## config.mk

```make
export PLATFORM = sky130hd
export DESIGN_NAME = trap_sequencer
export DESIGN_NICKNAME = d
export VERILOG_FILES = /design/src/rtl/trap_sequencer.sv
export SDC_FILE = /design/constraint.sdc
export NUM_CORES = 1
export LEC_CHECK = 0
export ABC_AREA = 1
export BUFFER_PORTS_ARGS = -buffer_cell sky130_fd_sc_hd__buf_2
export CAP_MARGIN = 40
export CORE_MARGIN = 5
export CORE_UTILIZATION = 53
export CTS_BUF_LIST = sky130_fd_sc_hd__clkbuf_4
export CTS_CLUSTER_DIAMETER = 150
export DETAILED_ROUTE_END_ITERATION = 10
export GPL_ROUTABILITY_DRIVEN = 0
export GPL_TIMING_DRIVEN = 0
export PLACE_DENSITY = 0.78
export REMOVE_ABC_BUFFERS = 1
export SLEW_MARGIN = 20
export SYNTH_ARGS = -nofsm -noshare
export SYNTH_HDL_FRONTEND = slang
export SYNTH_SLANG_ARGS = --single-unit
```

## constraint.sdc

```tcl
create_clock -name clk -period 4.9 [get_ports clk]
set_input_delay 1.47 -clock clk [delete_from_list [all_inputs] [get_ports clk]]
set_output_delay 1.47 -clock clk [all_outputs]
set_load 0.05 [all_outputs]
```

## src/rtl/trap_sequencer.sv

```systemverilog
// Trap entry/exit sequencer: takes a trap request from the exception controller,
// saves the PC and STATUS, vectors fetch, and restores state on sret.
module trap_sequencer #(
  parameter int                 DATA_W    = 32,
  parameter logic [DATA_W-1:0]  VBASE_RST = 32'h0000_0100,
  parameter int                 VEC_SHIFT = 2
) (
  input  logic              clk,
  input  logic              rst,
  input  logic              int_signal,
  input  logic [2:0]        int_pend,
  input  logic [DATA_W-1:0] cur_pc,
  input  logic              pc_valid,
  input  logic              sret,
  input  logic              csr_we,
  input  logic [1:0]        csr_addr,
  input  logic [DATA_W-1:0] csr_wdata,
  output logic [7:0]        status,
  output logic [DATA_W-1:0] sepc,
  output logic [DATA_W-1:0] vbase,
  output logic              pc_redirect,
  output logic [DATA_W-1:0] redirect_pc,
  output logic              stall,
  output logic              int_ret,
  output logic              in_handler
);

  typedef enum logic [2:0] {IDLE, CAPTURE, VECTOR, HANDLER, RESTORE} state_t;

  localparam logic [DATA_W-1:0] VB_MASK = DATA_W'((1 << VEC_SHIFT) - 1);

  state_t     state;
  logic [2:0] cause;

  always_ff @(posedge clk or posedge rst) begin
    if (rst) begin
      state       <= IDLE;
      cause       <= '0;
      status      <= 8'h02;
      sepc        <= '0;
      vbase       <= VBASE_RST;
      pc_redirect <= 1'b0;
      redirect_pc <= '0;
      stall       <= 1'b0;
      int_ret     <= 1'b0;
      in_handler  <= 1'b0;
    end else begin
      pc_redirect <= 1'b0;
      int_ret     <= 1'b0;
      // Software writes go first so a same-edge hardware update below overrides them.
      if (csr_we) begin
        case (csr_addr)
          2'd0:    status <= csr_wdata[7:0];
          2'd1:    sepc   <= csr_wdata;
          2'd2:    vbase  <= csr_wdata & ~VB_MASK;
          default: ;
        endcase
      end
      case (state)
        IDLE: begin
          if (int_signal) begin
            cause      <= int_pend;
            state      <= CAPTURE;
            stall      <= 1'b1;
            in_handler <= 1'b1;
          end
        end
        CAPTURE: begin
          if (pc_valid) begin
            sepc        <= cur_pc;
            status      <= {status[7:3], status[1], 2'b01};
            state       <= VECTOR;
            pc_redirect <= 1'b1;
            redirect_pc <= vbase + (DATA_W'(cause) << VEC_SHIFT);
          end
        end
        VECTOR: begin
          state <= HANDLER;
          stall <= 1'b0;
        end
        HANDLER: begin
          // Nested traps are not supported: int_signal is ignored here.
          if (sret) begin
            state       <= RESTORE;
            pc_redirect <= 1'b1;
            redirect_pc <= sepc;
            stall       <= 1'b1;
            int_ret     <= 1'b1;
          end
        end
        RESTORE: begin
          status     <= {status[7:3], status[2], status[2], 1'b0};
          state      <= IDLE;
          stall      <= 1'b0;
          in_handler <= 1'b0;
        end
        default: state <= IDLE;
      endcase
    end
  end

endmodule
```

==> flow_metrics.py, run 1 <==
metrics = {
    "status": {
        "outcome": "finished, final reports clean",
    },
    "floorplanning": {
        "fp.dieArea_sq_mm": 0.01336,
        "design.portCount": 183,
        "die_h_microns": 115.6,
        "initial_utilization": 0.5426,
        "design.core.area_sq_mm": 0.01089,
        "rows": 38,
        "die_x_microns": 115.6,
    },
    "finish": {
        "synthToLayoutAreaGrowth_pct": 19.00,
        "fill_cells": 1035,
        "nets": 1022,
        "design_area_sq_mm": 0.007030,
        "drive_above_1_share": 0.2595,
        "utilization": 0.6457,
        "fin_cells": 1088,
        "antenna_cells": 0,
    },
    "power": {
        "clockPowerShare": 0.093,
        "combPwrFrac": 0.590,
        "p_int_mw": 2.092,
        "swShare": 0.5667,
        "p_switching_mw": 2.736,
        "leakagePower_nw": 3.812,
        "power.density_mw_per_mm2": 686.7,
        "ir_worst_vdd_v": 0.0003896,
        "total_power_mw": 4.828,
        "p_seq_frac": 0.318,
    },
    "synthesis": {
        "synthCells": 779,
        "synth.yosys.seq_area_share": 0.4748,
        "synth_top_cell_by_area": "dfrtp_1",
        "ys_types": 35,
        "yosysTopAreaCellShare": 0.4659,
        "synth.avg_cell_area_sq_um": 7.584,
        "ys_ff_latch": 112,
        "synth_warnings": 0,
        "synthTopCellsByArea": "dfrtp_1 (47%), nand2_1 (16%), o21ai_0 (6.5%)",
        "syn_area_sq_mm": 0.005908,
    },
    "grt": {
        "gr-usage-met1": 0.3182,
        "grt_usage": 0.2395,
        "grt_pass1_vias": 5261,
        "antenna_found_initial": 1,
        "grt-busiest-layer": "met2",
        "grtUsageMet2": 0.3985,
        "use_met3": 0.05692,
        "grt_pass1_wl_microns": 25420,
        "overflow": 0,
        "grt_max_degree": 65,
    },
    "clocking": {
        "cts_tree": "built",
        "postCtsResizedCells": 0,
        "clockBufferDepth": 2,
        "post_cts_buffers": 0,
        "holdBufCountCts": 0,
        "cts_root_buf": "clkbuf_4",
        "numCtsBuffers": 9,
        "htree_levels": 3,
        "clk_latency_ns": 0.46,
        "clk_pin_slew_ns": 0.20,
        "cts.sink_count": 112,
    },
    "setup_path": {
        "slowest_delay_ns": 0.61,
        "cp.required_ns": 3.43,
        "worstPathMaxFanout": 5,
        "cp.arrival_ns": 1.35,
        "path_class": "flop to output port",
        "path_cells": "buf_2",
        "critPathBufInv": 1,
        "crit_family": "flip-flops",
        "critPathLaunchType": "flop",
        "cpMaxStageDelayCell": "dfstp_2",
        "end_kind": "output port",
    },
    "timing": {
        "post-route-period-util": 0.5745,
        "clock.fmax_ghz": 0.3552,
        "post-route-min-period_ns": 2.815,
        "hold_violations": 0,
        "drv_slew": 0,
        "relSlewSlack": 0.5034,
        "worst_slack_ns": 2.085,
        "setup_viol": 0,
        "finClkSkew_ns": 0.02545,
        "rsz0062_at_grt": "false",
        "setup_tns_ns": 0,
        "whs_ns": 0.4979,
        "max_slew.worst_pin.slew_ns": 0.7450,
    },
    "min_path": {
        "min_path_type": "flop to flop",
    },
    "drt": {
        "routedWlPerCell_microns": 14.47,
        "wl_microns": 15740,
        "drc": 0,
        "via_per_inst": 5.034,
        "vias": 5477,
        "dr.pass1.iters": 5,
        "drt-initial-drc-count": 334,
        "antenna_left": 0,
    },
    "place": {
        "portBuffers": 180,
        "placed_area_sq_mm": 0.006874,
        "dp_hpwl_microns": 11250,
        "dp_cells": 1071,
        "dpl_worst_slack_ns": 1.430,
    },
    "job": {
        "drv_cap": 0,
    },
}
-- layout make-up --
class                   count  area [sq um]  share of cell area
well taps                 140         175.2             0.02492
inverters                  86         332.8             0.04734
clock buffers               9         67.56            0.009610
clock inverters             7         61.31            0.008720
multi-input cells         552          2633              0.3744
repair buffers            182         955.9              0.1360
flip-flops and latches    112          2805              0.3990
-- metal layers --
layer	vias to the layer above	routed length, microns
met3	20	1204
met1	2508	6908
li1	2783	-
met4	2	223
met5	-	13
met2	164	7389
-- state kept, by name (all words and copies together) (netlist names) --
register / count
cause: 3
int_ret: 1
redirect_pc: 32
state: 3
sepc: 32
stall: 1
vbase: 30
pc_redirect: 1
status: 8
in_handler: 1
-- cells in the final DEF, fill, tap and decap left out, types with 3 or more instances in the layout --
cell type and count:
a21oi_1 37, a21oi_2 20, a31oi_1 3, buf_2 180
clkbuf_4 9, dfrtp_1 110, ha_1 3, inv_1 79
inv_2 4, inv_6 3, mux2_2 5, nand2_1 254
nand3_1 43, nand3_4 3, nor2_1 78, nor2_4 3
o211ai_1 5, o21ai_0 77, xnor2_1 4
-- power by group through the flow --
| stage | combinational (mW) | clock, mW | sequential, mW |
|---|---|---|---|
| 2_1_floorplan | 0.964 | 0 | 2.74 |
| 3_3_place_gp | 2.81 | 0 | 1.55 |
| 3_5_place_dp | 2.85 | 0 | 1.55 |
| 4_1_cts | 2.85 | 0.459 | 1.53 |
| 5_1_grt | 3.07 | 0.504 | 1.58 |
| 6_report | 2.85 | 0.447 | 1.53 |
-- Yosys cell counts --
cell and count:
a31oi_1 3, nor2_1 78, fa_1 1, xnor2_1 4, o21ai_1 2, inv_4 2, a21oi_1 37, nand3_1 45
xor2_1 1, dfrtp_1 110, and2_1 1, nor2_8 2, ha_1 3, mux2_2 5, nand2_2 1, buf_4 7
nand3b_1 1, o21ai_0 77, clkbuf_1 9, inv_1 80, nor2_2 2, buf_2 8, buf_1 3, nand2_4 2
or2_2 1, buf_6 3, conb_1 1, dfstp_2 2, inv_2 4, o211ai_1 5, or2_1 1, nand2_1 254
nor2_4 3, nand3_4 1, a21oi_2 20
-- logic make-up (layout without fill, tap and decap cells) --
logic type / after synthesis / count (layout) / share of synthesized area
adder cells (fa/ha/maj): 4 / 4 / 0.009742
other: 1 / 2 / 0.0006347
AND/OR/NAND/NOR: 392 / 392 / 0.2759
buffers and inverters: 116 / 284 / 0.08450
multiplexers: 5 / 5 / 0.009529
XOR/XNOR: 5 / 5 / 0.007412
AO/OA/AOI/OAI: 144 / 144 / 0.1374
flip-flops: 112 / 112 / 0.4748
-- final timing paths --
kind	start	end	slack, ns	cells past startpoint
min in group asynchronous	rst	sepc[23]	1.05	2
hold / removal	redirect_pc[7]	redirect_pc[7]	0.50	2
setup reg to reg	state[0]	redirect_pc[3]	2.59	9
setup / recovery	vbase[8]	vbase[8]	2.08	1
max in group asynchronous	rst	status[1]	3.16	3
hold reg to reg	redirect_pc[7]	redirect_pc[7]	0.50	2
(Power assumes the default switching activity.)
==> run 2: changes to the inputs <==
- CORE_UTILIZATION: 53 -> 48
- PLACE_DENSITY: 0.78 -> 0.75
- clock period: 4.9 -> 2.5 ns (I/O delays scaled with it)
==> flow_metrics.py, run 2 (synthesis gave the netlist of run 1 again) <==
metrics = {
    "status": {
        "outcome": "finished, final reports clean",
    },
    "clocking": {
        "cts_tree": "built",
        "cts.sink_count": 112,
        "numCtsBuffers": 9,
        "post_cts_buffers": 0,
        "htree_levels": 3,
        "clk_pin_slew_ns": 0.16,
        "postCtsResizedCells": 0,
        "clockBufferDepth": 2,
        "cts_root_buf": "clkbuf_4",
        "clk_latency_ns": 0.49,
        "holdBufCountCts": 0,
    },
    "floorplanning": {
        "rows": 40,
        "die_h_microns": 120.9,
        "fp.dieArea_sq_mm": 0.01463,
        "die_x_microns": 120.9,
        "initial_utilization": 0.4898,
        "design.portCount": 183,
        "design.core.area_sq_mm": 0.01206,
    },
    "setup_path": {
        "rr_worst_depth": 9,
        "path_cells": "inv_2 > nor2_4 > nand3_4 > inv_4 > nor2_8 > buf_12 > a21oi_1 > o21ai_0 > nand2_1",
        "end_kind": "flop",
        "path_depth": 9,
        "endpoint": "redirect_pc[14]",
        "crit_start": "state[0]",
        "reg2reg_to": "redirect_pc[14]",
        "cp.required_ns": 2.94,
        "crit_family": "buffers and inverters",
        "slowest_delay_ns": 0.53,
        "reg2reg_setup_slack_ns": 0.27,
        "worstPathMaxFanout": 50,
        "critPathBufInv": 3,
        "critPathLaunchType": "flop",
        "cp.arrival_ns": 2.67,
        "path_class": "flop to flop",
        "timing.rr.start": "state[0]",
        "cpMaxStageDelayCell": "inv_4",
    },
    "timing": {
        "finClkSkew_ns": 0.01173,
        "relSlewSlack": 0.4913,
        "rsz0062_at_grt": "false",
        "post-route-min-period_ns": 2.232,
        "clock.fmax_ghz": 0.4480,
        "worst_slack_ns": 0.2679,
        "setup_tns_ns": 0,
        "whs_ns": 0.2696,
        "max_slew.worst_pin.slew_ns": 0.7630,
        "drv_slew": 0,
        "setup_viol": 0,
        "hold_violations": 0,
        "post-route-period-util": 0.8928,
    },
    "finish": {
        "synthToLayoutAreaGrowth_pct": 19.65,
        "design_area_sq_mm": 0.007069,
        "nets": 1022,
        "final_cell_mix": "nand2_1 (254), buf_2 (180), dfrtp_1 (110)",
        "top_regs": "redirect_pc x32, sepc x32, vbase x30",
        "fin_cells": 1116,
        "antenna_cells": 0,
        "drive_above_1_share": 0.2595,
        "layout_commonest_cell": "nand2_1",
    },
    "power": {
        "clockPowerShare": 0.098,
        "power.density_mw_per_mm2": 1344,
        "p_switching_mw": 5.332,
        "leakagePower_nw": 3.810,
        "ir_worst_vdd_v": 0.0007522,
        "swShare": 0.5613,
        "p_int_mw": 4.166,
        "p_seq_frac": 0.316,
        "combPwrFrac": 0.586,
    },
    "place": {
        "dpl_worst_slack_ns": -0.3092,
        "dp_cells": 1099,
        "dp_hpwl_microns": 11480,
        "portBuffers": 180,
        "placed_area_sq_mm": 0.006909,
    },
    "grt": {
        "grt_pass1_vias": 5147,
        "grt_max_degree": 65,
        "overflow": 0,
        "grt_usage": 0.2272,
        "grt_pass1_wl_microns": 26320,
        "antenna_found_initial": 1,
    },
    "drt": {
        "dr.pass1.iters": 5,
        "vias": 5469,
        "drc": 0,
        "antenna_left": 0,
        "via_per_inst": 4.901,
        "drt-initial-drc-count": 408,
        "wl_microns": 16020,
        "routedWlPerCell_microns": 14.36,
    },
    "job": {
        "drv_cap": 0,
    },
    "min_path": {
        "min_path_type": "input port to asynchronous set/reset pin",
    },
}
## run 2: cell type report
class | instances | area (sq um)
fill | 1170 | 4992
sequential | 112 | 2805
multi-input combinational | 552 | 2633
timing repair buffer | 182 | 948.4
inverter | 86 | 332.8
tap | 168 | 210.2
clock inverter | 7 | 72.57
clock buffer | 9 | 67.56
## run 2: worst min-delay path by stage
stage                          startpoint              end  slack (ns)  cells after the start
after CTS                             rst          sepc[0]        0.26                      2
after global placement    redirect_pc[23]  redirect_pc[23]        0.46                      2
after floorplan                  cause[0]         cause[0]        0.48                      1
after detailed placement  redirect_pc[24]  redirect_pc[24]        0.46                      2
after global routing                  rst          sepc[0]        0.27                      2
final                                 rst          sepc[0]        0.27                      2
## run 2: power by group through the flow
| stage | clock, mW | sequential (mW) | combinational [mW] |
|---|---|---|---|
| 3_3_place_gp | 0 | 3.02 | 5.53 |
| 4_1_cts | 0.956 | 3.00 | 5.59 |
| 3_5_place_dp | 0 | 3.03 | 5.59 |
| 2_1_floorplan | 0 | 5.36 | 1.89 |
| 5_1_grt | 1.03 | 3.12 | 6.03 |
| 6_report | 0.928 | 3.00 | 5.57 |
## run 2: routing by layer
layer  track usage  share of wire  routed length, microns
met1        0.3157           0.46                    7296
met2        0.3557           0.45                    7254
met3       0.05641          0.077                    1230
met4       0.06091          0.014                     221
met5             0         0.0012                      20
## run 2: per-stage QoR
step | total power, mW | util
6_report | 9.498 | 0.5861
2_1_floorplan | 7.253 | -
5_1_grt | 10.19 | 0.5861
3_5_place_dp | 8.627 | 0.5728
3_3_place_gp | 8.551 | 0.5681
4_1_cts | 9.554 | 0.5844
